## src/rtl/ddr4_sref_pkg.sv

```systemverilog
// ---------------------------------------------------------------------------
// ddr4_sref_pkg
// Shared definitions for the DDR4 self-refresh / save-restore sequencer:
//   - seq_state_t : 4-bit state encoding, also exported on seq_state
//   - DEF_*       : default timing constants used as parameter defaults
// ---------------------------------------------------------------------------
package ddr4_sref_pkg;

   typedef enum logic [3:0] {
      ST_POR_RST   = 4'd0,
      ST_POR_CAL   = 4'd1,
      ST_RUN       = 4'd2,
      ST_DRAIN     = 4'd3,
      ST_SREF_REQ  = 4'd4,
      ST_SREF      = 4'd5,
      ST_RST_PULSE = 4'd6,
      ST_WAIT_REN  = 4'd7,
      ST_RESTORE   = 4'd8,
      ST_WAIT_CAL  = 4'd9
   } seq_state_t;

   localparam int unsigned DEF_RST_HOLD_CYCLES = 64;
   localparam int unsigned DEF_ACK_TIMEOUT     = 4096;
   localparam int unsigned DEF_CALIB_TIMEOUT   = 16777216;
   localparam int unsigned DEF_CNT_W           = 25;

endpackage

```

## src/rtl/sync_2ff.sv

```systemverilog
// ---------------------------------------------------------------------------
// sync_2ff
// Two-flop synchroniser for a single-bit level crossing into clk_i.
// Ports:
//   clk_i : destination clock
//   rst_i : async active-high reset (clears both stages)
//   d_i   : asynchronous input level
//   q_o   : synchronised level, two clk_i cycles behind d_i
// ---------------------------------------------------------------------------
module sync_2ff (
   input  logic clk_i,
   input  logic rst_i,
   input  logic d_i,
   output logic q_o
);

   (* ASYNC_REG = "TRUE" *) logic meta_q;
   (* ASYNC_REG = "TRUE" *) logic sync_q;

   always_ff @(posedge clk_i or posedge rst_i) begin
      if (rst_i) begin
         meta_q <= 1'b0;
         sync_q <= 1'b0;
      end else begin
         meta_q <= d_i;
         sync_q <= meta_q;
      end
   end

   assign q_o = sync_q;

endmodule

```

## src/rtl/ddr4_sref_restore_seq.sv

```systemverilog
// ---------------------------------------------------------------------------
// ddr4_sref_restore_seq
// Shell-side sequencer that drives the MIG c0 self-refresh / save-restore
// control set. Lives on the always-on shell clock so it keeps running while
// the MIG UI clock is stopped during a MIG reset.
// Ports:
//   shell_clk, shell_rst        : always-on clock, async active-high reset
//   host_sref_enter/exit        : 1-cycle requests from the host
//   host_traffic_idle           : no outstanding AXI/UI traffic
//   host_pause_traffic          : upstream must hold off new DDR traffic
//   xsdb_restore_start/done     : handshake with calibration restore engine
//   c0_ddr4_app_sref_ack,
//   c0_ddr4_app_restore_en,
//   c0_init_calib_complete      : MIG status (UI domain, synchronised here)
//   shell_sys_rst_in, shell_sref_req,
//   shell_mem_init_skip,
//   shell_restore_complete      : MIG control outputs
//   seq_in_sref, seq_busy,
//   seq_err, seq_state          : status / debug
// All outputs are registered and decoded from the next state.
// ---------------------------------------------------------------------------
module ddr4_sref_restore_seq
   import ddr4_sref_pkg::*;
#(
   parameter int unsigned RST_HOLD_CYCLES = DEF_RST_HOLD_CYCLES,
   parameter int unsigned ACK_TIMEOUT     = DEF_ACK_TIMEOUT,
   parameter int unsigned CALIB_TIMEOUT   = DEF_CALIB_TIMEOUT,
   parameter int unsigned CNT_W           = DEF_CNT_W
) (
   input  logic       shell_clk,
   input  logic       shell_rst,
   input  logic       host_sref_enter,
   input  logic       host_sref_exit,
   input  logic       host_traffic_idle,
   output logic       host_pause_traffic,
   output logic       xsdb_restore_start,
   input  logic       xsdb_restore_done,
   input  logic       c0_ddr4_app_sref_ack,
   input  logic       c0_ddr4_app_restore_en,
   input  logic       c0_init_calib_complete,
   output logic       shell_sys_rst_in,
   output logic       shell_sref_req,
   output logic       shell_mem_init_skip,
   output logic       shell_restore_complete,
   output logic       seq_in_sref,
   output logic       seq_busy,
   output logic       seq_err,
   output logic [3:0] seq_state
);

   // Timer values at which a state has spent exactly N cycles.
   localparam logic [CNT_W-1:0] RST_LAST = CNT_W'(RST_HOLD_CYCLES - 1);
   localparam logic [CNT_W-1:0] ACK_LAST = CNT_W'(ACK_TIMEOUT - 1);
   localparam logic [CNT_W-1:0] CAL_LAST = CNT_W'(CALIB_TIMEOUT - 1);

   logic ack_s, ren_s, calib_s;

   sync_2ff u_sync_ack (
      .clk_i (shell_clk), .rst_i (shell_rst),
      .d_i   (c0_ddr4_app_sref_ack), .q_o (ack_s)
   );
   sync_2ff u_sync_ren (
      .clk_i (shell_clk), .rst_i (shell_rst),
      .d_i   (c0_ddr4_app_restore_en), .q_o (ren_s)
   );
   sync_2ff u_sync_cal (
      .clk_i (shell_clk), .rst_i (shell_rst),
      .d_i   (c0_init_calib_complete), .q_o (calib_s)
   );

   seq_state_t       state_q, state_d;
   logic [CNT_W-1:0] timer_q, timer_d;
   logic             err_q, err_d;
   logic             rst_in_q, rst_in_d;
   logic             pause_q, pause_d;
   logic             busy_q, busy_d;
   logic             sref_req_q, sref_req_d;
   logic             in_sref_q, in_sref_d;
   logic             skip_q, skip_d;
   logic             complete_q, complete_d;
   logic             start_q, start_d;

   always_comb begin
      state_d = state_q;
      err_d   = err_q;

      case (state_q)
         ST_POR_RST:   if (timer_q == RST_LAST) state_d = ST_POR_CAL;
         ST_POR_CAL: begin
            if (calib_s) begin
               state_d = ST_RUN;
            end else if (timer_q == CAL_LAST) begin
               err_d   = 1'b1;
               state_d = ST_POR_RST;
            end
         end
         // enter wins over a simultaneous exit because exit is not looked at here
         ST_RUN:       if (host_sref_enter) state_d = ST_DRAIN;
         ST_DRAIN:     if (host_traffic_idle) state_d = ST_SREF_REQ;
         ST_SREF_REQ: begin
            if (ack_s) begin
               state_d = ST_SREF;
            end else if (timer_q == ACK_LAST) begin
               err_d   = 1'b1;
               state_d = ST_RUN;
            end
         end
         ST_SREF:      if (host_sref_exit) state_d = ST_RST_PULSE;
         ST_RST_PULSE: if (timer_q == RST_LAST) state_d = ST_WAIT_REN;
         ST_WAIT_REN: begin
            if (ren_s) begin
               state_d = ST_RESTORE;
            end else if (timer_q == ACK_LAST) begin
               err_d   = 1'b1;
               state_d = ST_POR_RST;
            end
         end
         // done is checked from the first RESTORE cycle, i.e. alongside start
         ST_RESTORE:   if (xsdb_restore_done) state_d = ST_WAIT_CAL;
         ST_WAIT_CAL: begin
            if (calib_s) begin
               state_d = ST_RUN;
            end else if (timer_q == CAL_LAST) begin
               err_d   = 1'b1;
               state_d = ST_POR_RST;
            end
         end
         default:      state_d = ST_POR_RST;
      endcase

      // Timer restarts on every state change and saturates instead of wrapping.
      if (state_d != state_q) begin
         timer_d = '0;
      end else if (timer_q == '1) begin
         timer_d = timer_q;
      end else begin
         timer_d = timer_q + 1'b1;
      end

      // Outputs follow the state being entered so they are registered with it.
      // POR_RST never carries init_skip, so any timeout back to it is a cold init.
      rst_in_d   = (state_d == ST_POR_RST) || (state_d == ST_RST_PULSE);
      pause_d    = (state_d != ST_RUN);
      busy_d     = (state_d != ST_RUN) && (state_d != ST_SREF);
      sref_req_d = (state_d == ST_SREF_REQ) || (state_d == ST_SREF);
      in_sref_d  = (state_d == ST_SREF);
      skip_d     = (state_d == ST_RST_PULSE) || (state_d == ST_WAIT_REN) ||
                   (state_d == ST_RESTORE)   || (state_d == ST_WAIT_CAL);
      complete_d = (state_d == ST_WAIT_CAL);
      start_d    = (state_d == ST_RESTORE) && (state_q != ST_RESTORE);
   end

   always_ff @(posedge shell_clk or posedge shell_rst) begin
      if (shell_rst) begin
         state_q    <= ST_POR_RST;
         timer_q    <= '0;
         err_q      <= 1'b0;
         rst_in_q   <= 1'b1;
         pause_q    <= 1'b1;
         busy_q     <= 1'b1;
         sref_req_q <= 1'b0;
         in_sref_q  <= 1'b0;
         skip_q     <= 1'b0;
         complete_q <= 1'b0;
         start_q    <= 1'b0;
      end else begin
         state_q    <= state_d;
         timer_q    <= timer_d;
         err_q      <= err_d;
         rst_in_q   <= rst_in_d;
         pause_q    <= pause_d;
         busy_q     <= busy_d;
         sref_req_q <= sref_req_d;
         in_sref_q  <= in_sref_d;
         skip_q     <= skip_d;
         complete_q <= complete_d;
         start_q    <= start_d;
      end
   end

   assign shell_sys_rst_in       = rst_in_q;
   assign host_pause_traffic     = pause_q;
   assign seq_busy               = busy_q;
   assign shell_sref_req         = sref_req_q;
   assign seq_in_sref            = in_sref_q;
   assign shell_mem_init_skip    = skip_q;
   assign shell_restore_complete = complete_q;
   assign xsdb_restore_start     = start_q;
   assign seq_err                = err_q;
   assign seq_state              = state_q;

endmodule

```

## config.mk

```make
export PLATFORM = sky130hd
export DESIGN_NAME = ddr4_sref_restore_seq
export DESIGN_NICKNAME = d
export VERILOG_FILES = /design/src/rtl/ddr4_sref_pkg.sv /design/src/rtl/sync_2ff.sv /design/src/rtl/ddr4_sref_restore_seq.sv
export SDC_FILE = /design/constraint.sdc
export NUM_CORES = 1
export LEC_CHECK = 0
export ABC_AREA = 1
export CORE_MARGIN = 3
export CORE_UTILIZATION = 58
export DETAILED_ROUTE_END_ITERATION = 7
export PLACE_DENSITY = 0.8
export SLEW_MARGIN = 30
export SYNTH_ARGS = -nofsm -noshare
export SYNTH_HDL_FRONTEND = slang
export SYNTH_SLANG_ARGS = --single-unit
```

## constraint.sdc

```tcl
create_clock -name shell_clk -period 2.4 [get_ports shell_clk]
set_input_delay 0.48 -clock shell_clk [delete_from_list [all_inputs] [get_ports shell_clk]]
set_output_delay 0.48 -clock shell_clk [all_outputs]
set_load 0.02 [all_outputs]
```

==> metrics <==
Top FF cell, synth=dfrtp_1; DRT iter0 DRCs=between 150 and 200; Area Overhead vs Synth=17.2%; PortBufs=21; CTS sink count=44; Max-Cap Viols=0; ys async rst share=100%; ANT cells=0; Longest Clk Path Bufs=2; Post-CTS Setup Bufs=0; FF-to-FF path depth=14; switching share of power=a little over two fifths; mux contribution to synthesized area=less than 1%; PnR worst setup slack=approximately 0.25 ns; Starting Density=between 60 and 70%; max_slew headroom=50.1%; global-route wire length before repair=8920 um; Crit path arrival time=roughly 2.4 ns; HP Start=u_sync_ren.meta_q$_DFF_PP0_; worst slew pin tran=0.744 ns; Final HPWL DP=~3900 um; slowest stage delay, CP=roughly 0.4 ns; mean area per synthesized cell=roughly 8.7 um2; Post-CTS Hold Buffers=0; max-slew violations=0; routed via count=2151; flops & latches, synth=44; worst-path fanout max=8; Layout Cells excl Fill=between 300 and 400; die extent in x=73.7 um; Simple-Gate Fraction of Synth Area=between 40% and 50%; Critical R2R Launch=timer_q[0]$_DFFE_PP0P_; ratio of total power to cell area=roughly 1000 nW/um2; Final Hold Fails=0; Worst VDD drop=0.547 mV; top cell type's share of synthesized area=38.6%; Mapped Nets=roughly 310; post-route minimum period=around 2.1 ns; Root Driver=clkbuf_8; Synth Area in XOR/XNOR=under 10%; Pint=1.79 mW; HP Class=register to register; GR Overflow Total=0; post-synthesis sequential area ratio=roughly two fifths; CTS-repair resized insts=0; initial antenna violation count=0; TritonCTS buffer count=5; worst path cell trace=ha_1, nand2_1, nor2_4, nand2_4, nor2_4, nand2_4, nand3_2, nand3_2, nor2_4, nand2_2, nand2_2, nand3_4, buf_4, nor2_1; fillers=approximately 330; Gate Count Post-Synth=between 300 and 400; final setup violation count=0; power share of the clock group=between 10% and 20%; RSZ-0062 raised after global routing=false; 1st-pass router iterations=5; startpoint types=register; worst setup path end=timer_q[23]$_DFFE_PP0P_; share of layout cells above drive strength 1=24.9%; Synth Area in Compound Gates=roughly 5.7%; CORE AREA=between 4000 and 5000 um2; maximum number of pins on one net before global-route repair=26; pre-CTS setup slack=roughly 0.11 ns; Critical Path RT=about 2.6 ns; most used cell, CP=nor2_4; Pwr Total=~3.1 mW; Synth area leaders=dfrtp_1 39%, nor2_4 11%, nand2_1 7.5%; Fmax=about 0.47 GHz; placed cell count=between 300 and 400; LEAKAGE=around 1.4 nW; most frequent cell after synthesis=nand2_1; Worst Clk Skew=0.00933 ns; mean routed wirelength per cell=about 14 um; clk slew on worst S/H paths=0.08 ns; main combinational cell family by area after synthesis=simple AND/OR/NAND/NOR gates; drt via density=5.50; combinational power share=around 55%; Fin Setup TNS=0 ns; status=complete, no violations; post-synth cell types=36; GPL Wtd Cong=just under 0.9; Die ar.=5430 um2; Tcrit/Tclk final=slightly below 90%; WHS=0.355 ns; H-Tree Depth=2; kind of critical path=register to register; Tot GR Track Use=a little over a fifth; Worst Setup SP=timer_q[0]$_DFFE_PP0P_; vias in the first global route=1898; DRC Markers=0; top cells by count, synth=53 x nand2_1, 41 x dfrtp_1, 33 x nand3_1, 33 x nor2_1; Seq pwr share=roughly 29%; Mapped Area=~2700 um2; fin nets=roughly 350; final antenna-violating net count=0; CTS tree=done; YS warnings=0; Synth area leader=dfrtp_1; # IOs=22; worst-skew pair later-pin latency=roughly 0.29 ns; P_sw=1.32 mW; Die H=~74 um; Critical Path End Type=register; EDFF count, synth=0; Synth Area in Adders=0.471%; Worst path slowest cell=dfrtp_1; total wire length=between 5000 and 6000 um; num rows=23; flop2flop setup slack=around 0.25 ns; reg2reg end=timer_q[23]$_DFFE_PP0P_
==> power groups by stage <==
stage | Sequential, mW | Combinational, mW | Clock [mW]
after global routing | 0.915 | 1.86 | 0.532
final | 0.907 | 1.70 | 0.493
after global placement | 0.916 | 1.58 | 0
after detailed placement | 0.919 | 1.61 | 0
after CTS | 0.907 | 1.61 | 0.505
after floorplan | 0.996 | 1.08 | 0
==> flip-flops by register name, summed over array words and instances, names as in the netlist <==
register	count
host_pause_traffic	1
seq_busy	1
seq_err	1
seq_in_sref	1
seq_state	4
shell_mem_init_skip	1
shell_restore_complete	1
shell_sref_req	1
shell_sys_rst_in	1
timer_q	25
u_sync_ack.meta_q	1
u_sync_ack.q_o	1
u_sync_cal.meta_q	1
u_sync_cal.q_o	1
u_sync_ren.meta_q	1
u_sync_ren.q_o	1
xsdb_restore_start	1
==> critical path: cells and delay by family, from the launching register on <==
kind,cells,cell delay (ns)
flip-flops,1,0.41
buffers and inverters,1,0.19
adder cells (fa/ha/maj),1,0.23
AND/OR/NAND/NOR,12,1.25
==> cell type report <==
type | instances | area [um2] | share of cell area, %
multi-input cells | 221 | 1370 | 44.0
flip-flops and latches | 44 | 1100 | 35.5
repair buffers | 34 | 345 | 11.1
inverters | 35 | 134 | 4.30
clock buffers | 7 | 96.3 | 3.10
well taps | 50 | 62.6 | 2.01
==> through the flow <==
stage / instance area, um2 / util [%]
after detailed placement: 2980 / 71.0
after global placement: 2980 / 71.0
final: 3110 / 74.0
after floorplan: 2660 / -
after CTS: 3080 / 73.3
after global routing: 3110 / 74.0
==> cells by family (layout without fill, tap and decap cells) <==
kind of cell	Yosys count	after routing
muxes	1	1
DFF	44	44
and+or+nand+nor	183	183
AOI/OAI and AO/OA	23	23
buffers and inverters	39	76
adders and majority gates	1	1
xor gates and xnor gates	13	13
==> how the worst min path moves through the flow <==
stage	endpoint	depth (start not counted)
global placement	u_sync_ack.q_o$_DFF_PP0_	0
finish	u_sync_ren.q_o$_DFF_PP0_	0
floorplan	u_sync_ack.q_o$_DFF_PP0_	0
detailed placement	u_sync_ack.q_o$_DFF_PP0_	0
CTS	u_sync_ren.q_o$_DFF_PP0_	0
global route	u_sync_cal.q_o$_DFF_PP0_	0
==> placed cells by master, fill, tap and decap left out, types with 2 or more instances in the layout <==
| cell | synthesis | layout |
|---|---|---|
| nand2_1 | 53 | 53 |
| dfrtp_1 | 41 | 41 |
| nor2_1 | 33 | 33 |
| nand3_1 | 33 | 33 |
| nor2_4 | 27 | 27 |
| inv_1 | 27 | 26 |
| clkdlybuf4s50_1 | 0 | 21 |
| xor2_1 | 12 | 12 |
| o21ai_0 | 10 | 10 |
| buf_4 | 0 | 10 |
| nand2_2 | 9 | 9 |
| nand4_1 | 8 | 8 |
| clkbuf_8 | 0 | 7 |
| nand2_4 | 6 | 6 |
| inv_2 | 6 | 6 |
| nor2_2 | 4 | 4 |
| nor3_1 | 4 | 4 |
| a21oi_1 | 3 | 3 |
| dfstp_2 | 3 | 3 |
| buf_12 | 2 | 3 |
| clkinv_2 | 2 | 2 |
| nand3_4 | 2 | 2 |
| o22ai_1 | 2 | 2 |
| nand3_2 | 2 | 2 |
==> per-layer routing <==
layer / vias up / GRT usage (%) / wire [um]
met4: 0 / 5.23 / 54
li1: 1052 / - / -
met5: - / 0 / 0
met1: 1032 / 30.4 / 2350
met2: 61 / 31.9 / 2560
met3: 6 / 4.79 / 319
No activity file was read; power rests on OpenSTA's default activity.
